<file path="config.mk">
export PLATFORM = sky130hd
export DESIGN_NAME = handshake_arbiter_rr
export DESIGN_NICKNAME = d
export VERILOG_FILES = /design/src/rtl/handshake_pkg.sv /design/src/rtl/rr_priority_pick.sv /design/src/rtl/handshake_arbiter_rr.sv
export SDC_FILE = /design/constraint.sdc
export NUM_CORES = 1
export LEC_CHECK = 0
export ABC_AREA = 1
export BUFFER_PORTS_ARGS = -buffer_cell sky130_fd_sc_hd__buf_2
export CAP_MARGIN = 20
export CORE_MARGIN = 4
export CORE_UTILIZATION = 35
export CTS_CLUSTER_SIZE = 28
export DETAILED_ROUTE_END_ITERATION = 10
export PLACE_DENSITY_LB_ADDON = 0.05
export SLEW_MARGIN = 20
export SYNTH_ARGS = -nofsm -noshare
export SYNTH_HDL_FRONTEND = slang
export SYNTH_HIERARCHICAL = 1
export SYNTH_SLANG_ARGS = --single-unit
</file>
<file path="constraint.sdc">
create_clock -name clk -period 7.55 [get_ports clk]
set_input_delay 0.755 -clock clk [delete_from_list [all_inputs] [get_ports clk]]
set_output_delay 0.755 -clock clk [all_outputs]
set_load 0.02 [all_outputs]
</file>
<file path="src/rtl/handshake_pkg.sv">
// Shared helpers for the handshake fabric: index width derivation and
// pointer arithmetic that wraps at an arbitrary modulus.
package handshake_pkg;

  // Ceiling log2, usable in parameter expressions
  function automatic int clog2(input int value);
    int result;
    int remaining;
    result = 0;
    remaining = value - 1;
    while (remaining > 0) begin
      result = result + 1;
      remaining = remaining >> 1;
    end
    return result;
  endfunction

  // Index width for a given requester count, never narrower than one bit
  function automatic int idx_width(input int count);
    return (clog2(count) < 1) ? 1 : clog2(count);
  endfunction

  localparam int DEFAULT_NUM_INPUTS  = 4;
  localparam int DEFAULT_INDEX_WIDTH = idx_width(DEFAULT_NUM_INPUTS);

  // Increment a pointer, wrapping at limit rather than at a power of two
  function automatic int wrap_inc(input int value, input int limit);
    return ((value + 1) >= limit) ? 0 : (value + 1);
  endfunction

endpackage

</file>
<file path="src/rtl/rr_priority_pick.sv">
// Combinational round-robin picker: first valid requester at or after
// prio_ptr, scanning upward and wrapping at NUM_INPUTS.
module rr_priority_pick
  import handshake_pkg::*;
#(
  parameter int NUM_INPUTS  = 4,
  parameter int INDEX_WIDTH = 2
) (
  input  logic [NUM_INPUTS-1:0]  valid,
  input  logic [INDEX_WIDTH-1:0] prio_ptr,
  output logic [NUM_INPUTS-1:0]  grant_onehot,
  output logic [INDEX_WIDTH-1:0] grant_idx,
  output logic                   any_valid
);

  // Scan from the priority pointer; the first valid candidate wins
  always_comb begin
    int pos;
    logic [INDEX_WIDTH-1:0] cand;
    grant_onehot = '0;
    grant_idx    = '0;
    any_valid    = 1'b0;
    for (int k = 0; k < NUM_INPUTS; k++) begin
      pos = int'(prio_ptr) + k;
      if (pos >= NUM_INPUTS) pos = pos - NUM_INPUTS;
      cand = INDEX_WIDTH'(pos);
      if (!any_valid && valid[cand]) begin
        any_valid          = 1'b1;
        grant_idx          = cand;
        grant_onehot[cand] = 1'b1;
      end
    end
  end

endmodule

</file>
<file path="src/rtl/handshake_arbiter_rr.sv">
// Round-robin arbiter sharing one downstream handshake channel between
// NUM_INPUTS producers. Define HANDSHAKE_ARB_OUTREG_EN to add a one-slot
// output register; otherwise forwarding is combinational with a grant lock
// that keeps the offered token stable while downstream stalls.
module handshake_arbiter_rr
  import handshake_pkg::*;
#(
  parameter int NUM_INPUTS  = 4,
  parameter int DATA_WIDTH  = 32,
  parameter int INDEX_WIDTH = idx_width(NUM_INPUTS)
) (
  input  logic                             clk,
  input  logic                             rst,
  input  logic [NUM_INPUTS*DATA_WIDTH-1:0] ins,
  input  logic [NUM_INPUTS-1:0]            ins_valid,
  output logic [NUM_INPUTS-1:0]            ins_ready,
  output logic [DATA_WIDTH-1:0]            outs,
  output logic [INDEX_WIDTH-1:0]           outs_index,
  output logic                             outs_valid,
  input  logic                             outs_ready
);

  logic [INDEX_WIDTH-1:0] prio_ptr_q, prio_ptr_d;
  logic [NUM_INPUTS-1:0]  pick_onehot;
  logic [INDEX_WIDTH-1:0] pick_idx;
  logic                   pick_any;
  logic [INDEX_WIDTH-1:0] grant;
  logic                   grant_valid;
  logic [DATA_WIDTH-1:0]  grant_data;

  rr_priority_pick #(
    .NUM_INPUTS  (NUM_INPUTS),
    .INDEX_WIDTH (INDEX_WIDTH)
  ) u_pick (
    .valid        (ins_valid),
    .prio_ptr     (prio_ptr_q),
    .grant_onehot (pick_onehot),
    .grant_idx    (pick_idx),
    .any_valid    (pick_any)
  );

`ifdef HANDSHAKE_ARB_OUTREG_EN

  logic                   full_q, full_d;
  logic [DATA_WIDTH-1:0]  data_q, data_d;
  logic [INDEX_WIDTH-1:0] idx_q, idx_d;
  logic                   slot_ready;
  logic                   in_fire;

  // The register holds the token, so the picker result is used directly
  always_comb begin
    grant       = pick_idx;
    grant_valid = pick_any;
    grant_data  = '0;
    for (int i = 0; i < NUM_INPUTS; i++) begin
      if (grant == INDEX_WIDTH'(i)) grant_data = ins[i*DATA_WIDTH +: DATA_WIDTH];
    end
    slot_ready = !full_q || outs_ready;
    in_fire    = grant_valid && slot_ready && !rst;
    ins_ready  = pick_onehot & {NUM_INPUTS{slot_ready && !rst}};
    outs_valid = full_q && !rst;
    outs       = data_q;
    outs_index = idx_q;
  end

  // Load on input transfer (possibly while unloading), drain on output transfer
  always_comb begin
    prio_ptr_d = prio_ptr_q;
    full_d     = full_q;
    data_d     = data_q;
    idx_d      = idx_q;
    if (in_fire) begin
      full_d     = 1'b1;
      data_d     = grant_data;
      idx_d      = grant;
      prio_ptr_d = INDEX_WIDTH'(wrap_inc(int'(grant), NUM_INPUTS));
    end else if (outs_ready) begin
      full_d = 1'b0;
    end
  end

  // State register with synchronous reset
  always_ff @(posedge clk) begin
    if (rst) begin
      prio_ptr_q <= '0;
      full_q     <= 1'b0;
      data_q     <= '0;
      idx_q      <= '0;
    end else begin
      prio_ptr_q <= prio_ptr_d;
      full_q     <= full_d;
      data_q     <= data_d;
      idx_q      <= idx_d;
    end
  end

`else

  logic                   locked_q, locked_d;
  logic [INDEX_WIDTH-1:0] lock_idx_q, lock_idx_d;
  logic [NUM_INPUTS-1:0]  sel_onehot;
  logic                   out_fire;

  // Locked grant overrides the picker so a stalled token cannot be displaced
  always_comb begin
    grant       = locked_q ? lock_idx_q : pick_idx;
    grant_valid = locked_q ? 1'b0 : pick_any;
    sel_onehot  = locked_q ? '0 : pick_onehot;
    grant_data  = '0;
    for (int i = 0; i < NUM_INPUTS; i++) begin
      if (grant == INDEX_WIDTH'(i)) begin
        grant_data = ins[i*DATA_WIDTH +: DATA_WIDTH];
        if (locked_q) begin
          grant_valid   = ins_valid[i];
          sel_onehot[i] = 1'b1;
        end
      end
    end
    outs_valid = grant_valid && !rst;
    outs       = grant_data;
    outs_index = grant;
    ins_ready  = sel_onehot & {NUM_INPUTS{outs_ready && grant_valid && !rst}};
    out_fire   = outs_valid && outs_ready;
  end

  // Advance priority past the winner on transfer; lock the grant on a stall
  always_comb begin
    prio_ptr_d = prio_ptr_q;
    locked_d   = locked_q;
    lock_idx_d = lock_idx_q;
    if (out_fire) begin
      prio_ptr_d = INDEX_WIDTH'(wrap_inc(int'(grant), NUM_INPUTS));
      locked_d   = 1'b0;
    end else if (outs_valid) begin
      locked_d   = 1'b1;
      lock_idx_d = grant;
    end
  end

  // State register with synchronous reset
  always_ff @(posedge clk) begin
    if (rst) begin
      prio_ptr_q <= '0;
      locked_q   <= 1'b0;
      lock_idx_q <= '0;
    end else begin
      prio_ptr_q <= prio_ptr_d;
      locked_q   <= locked_d;
      lock_idx_q <= lock_idx_d;
    end
  end

`endif

endmodule

</file>
Word level (Yosys, flattened, before mapping)
Index checks and enable logic that the tools add are counted.
Storage, ports and cells
  word-level logic and storage cells: 106
  input bits: 135
  output and inout bits: 39
  bits in registers: 5
Operators by class
  magnitude comparators: 13
  reductions and logical operators: 18
  add/sub/neg operators: 8
  muxes and demuxes: 56
  bitwise operators: 5
  equal/unequal tests: 3
Operators by type and width (count)
  2-to-1 mux 32 bit: 4
  2-to-1 mux 1 bit: 29
  2-to-1 mux 2 bit: 10
  2-to-1 mux 4 bit: 5
  >= comparator 3 bit (second input constant): 4
  < comparator 2 x 3 -> 1 bit (second input constant): 4
  OR 4 bit: 3
  logical AND 1 bit: 11
  binary-select mux 1 bit (select 2 bit): 4
  demux 1 bit (select 2 bit): 4
  >= comparator 2 x 1 -> 1 bit (second input constant): 4
  subtractor 2 x 1 -> 2 bit (second input constant): 4
  adder 2 x 1 -> 3 bit (second input constant): 2
  adder 2 x 2 -> 3 bit (second input constant): 2
  bitwise AND 4 bit: 1
  == test 2 bit (second input constant): 2
  zero test 1 bit: 4
  >= comparator 2 x 3 -> 1 bit (second input constant): 1
  == test 2 x 1 -> 1 bit (second input constant): 1
  zero test 2 bit: 1
  AND reduction 2 bit: 1
  OR reduction 2 bit: 1
  inverter 1 bit: 1

Depth between registers and ports, before layout
  word-level depth: 27
  mapped depth: 22
  gate-level depth less buffers: 21

By module
Netlist, hierarchy kept.
Modules (own cells, without submodules)
  handshake_arbiter_rr: cells an instance 294, area each 1520.2 um^2, instances 1, seq. area each 100.1 um^2
  rr_priority_pick: cells an instance 74, area each 440.4 um^2, instances 1, seq. area each 0.0 um^2

Worst setup path after synthesis
No wires, ideal clock.
  path type: register -> output
  start: register prio_ptr_q[0]
  end: output port outs[10]
  path slack: 3.625 ns
  data arrival time: 3.170 ns
  data required time: 6.795 ns
  path buffers: 3
  cell stages (with the launch flop): 18
  cells stage by stage: dfxtp_1 > inv_2 > ha_1 > inv_1 > nand2_1 > nand2_2 > nor2_4 > buf_6 > nand4_1 > nand3_1 > o21ai_0 > inv_1 > ha_1 > buf_2 > inv_1 > clkbuf_1 > nor2_1 > a21oi_1
On the way
  cells in the longest elaborated chain, start to end: 20
  elaborated cells between the ends (all ways): 45
  classes of those cells: 7 x add/sub; 4 x order compare; 3 x eq/ne; 24 x mux; 7 x reduce/logical
Ends and longest elaborated chain
  start, declared: RTL line handshake_arbiter_rr.sv:23  | logic [INDEX_WIDTH-1:0] prio_ptr_q, prio_ptr_d;
  start signal, assigned: RTL line handshake_arbiter_rr.sv:147  | prio_ptr_q <= prio_ptr_d;
  parallel branches: the longest is 13 deep, another holds adder 2 x 1 -> 3 bit
  2-to-1 mux 2 bit (*): RTL line rr_priority_pick.sv:27  | if (!any_valid && valid[cand]) begin
  named net pick_idx[1]: RTL line handshake_arbiter_rr.sv:25  | logic [INDEX_WIDTH-1:0] pick_idx;
  2-to-1 mux 2 bit (*): RTL line handshake_arbiter_rr.sv:106  | grant = locked_q ? lock_idx_q : pick_idx;
  named net outs_index[1]: RTL line handshake_arbiter_rr.sv:18  | output logic [INDEX_WIDTH-1:0] outs_index,
  zero test 2 bit: RTL line handshake_arbiter_rr.sv:111  | if (grant == INDEX_WIDTH'(i)) begin
  2-to-1 mux 32 bit (3 in series): RTL line handshake_arbiter_rr.sv:111
  2-to-1 mux 32 bit (*): RTL line handshake_arbiter_rr.sv:111
  end, declared: RTL line handshake_arbiter_rr.sv:17  | output logic [DATA_WIDTH-1:0] outs,
Mark *: on every way through the listed nets, which the timed path passes. The select of a mux whose other input is x is not followed.

Final worst setup path
  start: register prio_ptr_q[0]
  end: output port ins_ready[0]
On the way
  cells in the longest elaborated chain, start to end: 26
  elaborated cells between the ends (all ways): 84
  classes of those cells: 7 x add/sub; 12 x order compare; 3 x eq/ne; 45 x mux; 4 x bitwise; 13 x reduce/logical
Ends and longest elaborated chain
  parallel branches: the longest is 13 deep, another holds adder 2 x 1 -> 3 bit
  2-to-1 mux 2 bit (*): RTL line rr_priority_pick.sv:27
  named net pick_idx[1]: RTL line handshake_arbiter_rr.sv:25
  2-to-1 mux 2 bit (*): RTL line handshake_arbiter_rr.sv:106
  zero test 2 bit: RTL line handshake_arbiter_rr.sv:111
  2-to-1 mux 1 bit: RTL line handshake_arbiter_rr.sv:111
  2-to-1 mux 1 bit: RTL line handshake_arbiter_rr.sv:113  | if (locked_q) begin
  2-to-1 mux 1 bit: RTL line handshake_arbiter_rr.sv:111
  2-to-1 mux 1 bit: RTL line handshake_arbiter_rr.sv:113
  2-to-1 mux 1 bit: RTL line handshake_arbiter_rr.sv:111
  2-to-1 mux 1 bit: RTL line handshake_arbiter_rr.sv:113
  2-to-1 mux 1 bit: RTL line handshake_arbiter_rr.sv:111
  logical AND 1 bit (2 in series): RTL line handshake_arbiter_rr.sv:122  | ins_ready = sel_onehot & {NUM_INPUTS{outs_ready && grant_valid && !rst}};
  bitwise AND 4 bit (*): RTL line handshake_arbiter_rr.sv:122
  end, declared: RTL line handshake_arbiter_rr.sv:16  | output logic [NUM_INPUTS-1:0] ins_ready,
Marks and branches as above.

==> results.py <==
metrics = {
    "final_layout": {
        "final_nets": 670,
        "multiInputGateArea_um2": 1642,
        "regArea_um2": 100.1,
        "fillers": 587,
        "syn2layout_area_growth_pct": 47.48,
        "drive_above_1_share": 0.3771,
        "antenna_cells": 0,
    },
    "route": {
        "route.detailed.drc": 0,
        "detailedRoute.firstPassIterationCount": 4,
        "routed_wirelength_um": 7982,
        "wl_met2_um": 4052,
        "top_layer_used": "met4",
        "vias_per_cell": 4.988,
        "ant_nets": 0,
        "drt_iter0_markers": 170,
        "vias": 2968,
        "post_drt_wl_per_cell_um": 13.42,
        "wl_met1_um": 3163,
        "dr_wl_met3_um": 612,
    },
    "placed_design": {
        "dpl.hpwl_um": 6244,
        "gp_congestion": 0.8998,
        "io_buffers": 173,
    },
    "clocking": {
        "clock-sinks": 5,
        "cts_htree_levels": 1,
        "clock_latency_ns": 0.23,
        "clockBufferDepth": 2,
        "clkTransAtPathRegs_ns": 0.04,
        "ctsRootBufferMaster": "clkbuf_8",
        "cts_setup_buffers": 0,
        "cts_tree": "built",
        "postCtsHoldBufs": 0,
        "ctsResizeCount": 0,
        "cts-buffers-inserted": 3,
    },
    "synthesis": {
        "yosys-top-cells-area": "nand2_1, a21oi_1, a21o_1, nor2_1, ha_1",
        "yosysSeqAreaShare": 0.05105,
        "synth_common_cells": "nand2_1, a21oi_1, nor2_1, a21o_1, inv_1",
        "synthArstFlopShare": 0,
        "synth.distinct_cells": 24,
        "synth_ff_type": "dfxtp_1",
        "synth_top_cell_area_share": 0.1972,
        "synth-edff-count": 0,
        "netlist_area_um2": 1961,
        "synth_top_cell_by_area": "nand2_1",
        "ys_ff_latch": 5,
        "ys_warn_count": 6,
        "synth_cells": 368,
        "synth.net_count": 512,
        "synth_most_common_cell": "nand2_1",
        "syn_avg_cell_area_um2": 5.328,
    },
    "worst_hold_path": {
        "min_path_type": "reg -> reg",
    },
    "outcome": {
        "status": "complete, no violations",
    },
    "timing": {
        "drv_slew": 0,
        "finClkSkew_ns": 0.003333,
        "setup_tns_ns": 0,
        "min_period_ns": 4.780,
        "tightestPinTransition_ns": 0.7081,
        "setup_viol": 0,
        "clock.fmax_mhz": 209.2,
        "rsz0062_at_grt": "no",
        "hold_violations": 0,
        "post-route-period-util": 0.6332,
        "slew_headroom": 0.5268,
    },
    "grt": {
        "grtUsageTotal": 0.2129,
        "grt_pass1_vias": 2658,
        "overflow": 0,
        "grt_max_degree": 66,
        "antenna_found_initial": 0,
        "grt_pass1_wl_um": 12650,
    },
    "setup_path": {
        "critPathArrivalTime_ns": 4.03,
        "path_class": "reg -> out",
        "startpoint_type": "flip-flop",
        "crit_fanout": 65,
        "required_ns": 6.80,
        "crit_path_end_kind": "output pin",
    },
    "job": {
        "drv_cap": 0,
    },
    "floorplanning": {
        "dieArea_um2": 6863,
        "rows": 26,
        "chipWidth_um": 82.85,
        "core_region_area_um2": 5270,
        "start_util": 0.3720,
        "die_y_um": 82.85,
        "boundaryPins": 174,
    },
}
## routing by layer
metal	vias up	GRT usage
li1	1527	-
met1	1313	0.2504
met2	116	0.3863
met3	12	0.05050
met4	0	0.05052
met5	-	0
## through the flow
step                setup slack (ns)  cells    util  area (um2)  hold WS (ns)
floorplan                      3.625    368       -        1961        0.4864
global placement               2.833    590  0.5330        2809        0.4988
detailed placement             2.720    590  0.5330        2809        0.4989
CTS                            2.474    594  0.5415        2854        0.5134
global route                   2.318    595  0.5487        2892        0.5520
finish                         2.770    595  0.5487        2892        0.5112
## flip-flops by register name (all words and copies together), names as in the netlist
name	cells
locked_q	1
lock_idx_q	2
prio_ptr_q	2
## critical path, cell delays in order, from the launching register on
cell and delay (ns):
dfxtp_1 0.54, inv_2 0.19, ha_1 0.40, inv_1 0.10
nand3_1 0.10, nand2_1 0.05, nor2_1 0.31, a21oi_1 0.11
nand3_1 0.11, o21ai_0 0.17, inv_1 0.19, ha_4 0.59
nand2_1 0.11, inv_1 0.12, nand2_1 0.06, nand2_1 0.05
inv_1 0.06, nand2_4 0.11, nand3_4 0.10, a21oi_1 0.13
buf_2 0.18
## placed cells by master (no fill, tap or decap), types with 3 or more instances in the layout
cell type	synthesis	final
clkbuf_8	0	3
nor2_1	40	40
nand4_1	11	11
inv_1	28	28
nand3_1	16	16
a21oi_1	76	76
nand2_1	103	103
a21o_1	32	32
nand2_2	7	7
dfxtp_1	5	5
buf_2	8	173
ha_1	9	8
a21boi_0	4	4
nor2_4	3	3
## cell type report
class / count / share of cell area
Clock buffer: 4 / 0.01558
Inverter: 29 / 0.03765
Multi-Input combinational cell: 311 / 0.5677
Sequential cell: 5 / 0.03462
Tap cell: 70 / 0.03029
Timing Repair Buffer: 176 / 0.3141
## final timing paths
path | startpoint | to | slack, ns | depth (start not counted)
max | prio_ptr_q[0]$_SDFFE_PP0P_ | ins_ready[0] | 2.77 | 20
min | lock_idx_q[0]$_SDFFE_PP0P_ | lock_idx_q[0]$_SDFFE_PP0P_ | 0.51 | 4
max reg2reg | prio_ptr_q[0]$_SDFFE_PP0P_ | prio_ptr_q[0]$_SDFFE_PP0P_ | 3.78 | 21
min reg2reg | lock_idx_q[0]$_SDFFE_PP0P_ | lock_idx_q[0]$_SDFFE_PP0P_ | 0.51 | 4
## kinds of logic (layout without fill, tap and decap cells)
| kind of cell | count (synthesis) | count (layout) | share of synthesized area |
|---|---|---|---|
| AOI/OAI and AO/OA | 113 | 113 | 0.3344 |
| adders and majority gates | 9 | 9 | 0.05744 |
| buffers and inverters | 52 | 209 | 0.1181 |
| DFF | 5 | 5 | 0.05106 |
| and+or+nand+nor | 189 | 189 | 0.4391 |
Power is not shown: default switching activity piles up to over one toggle a cycle in this logic, so the estimate is an artifact.
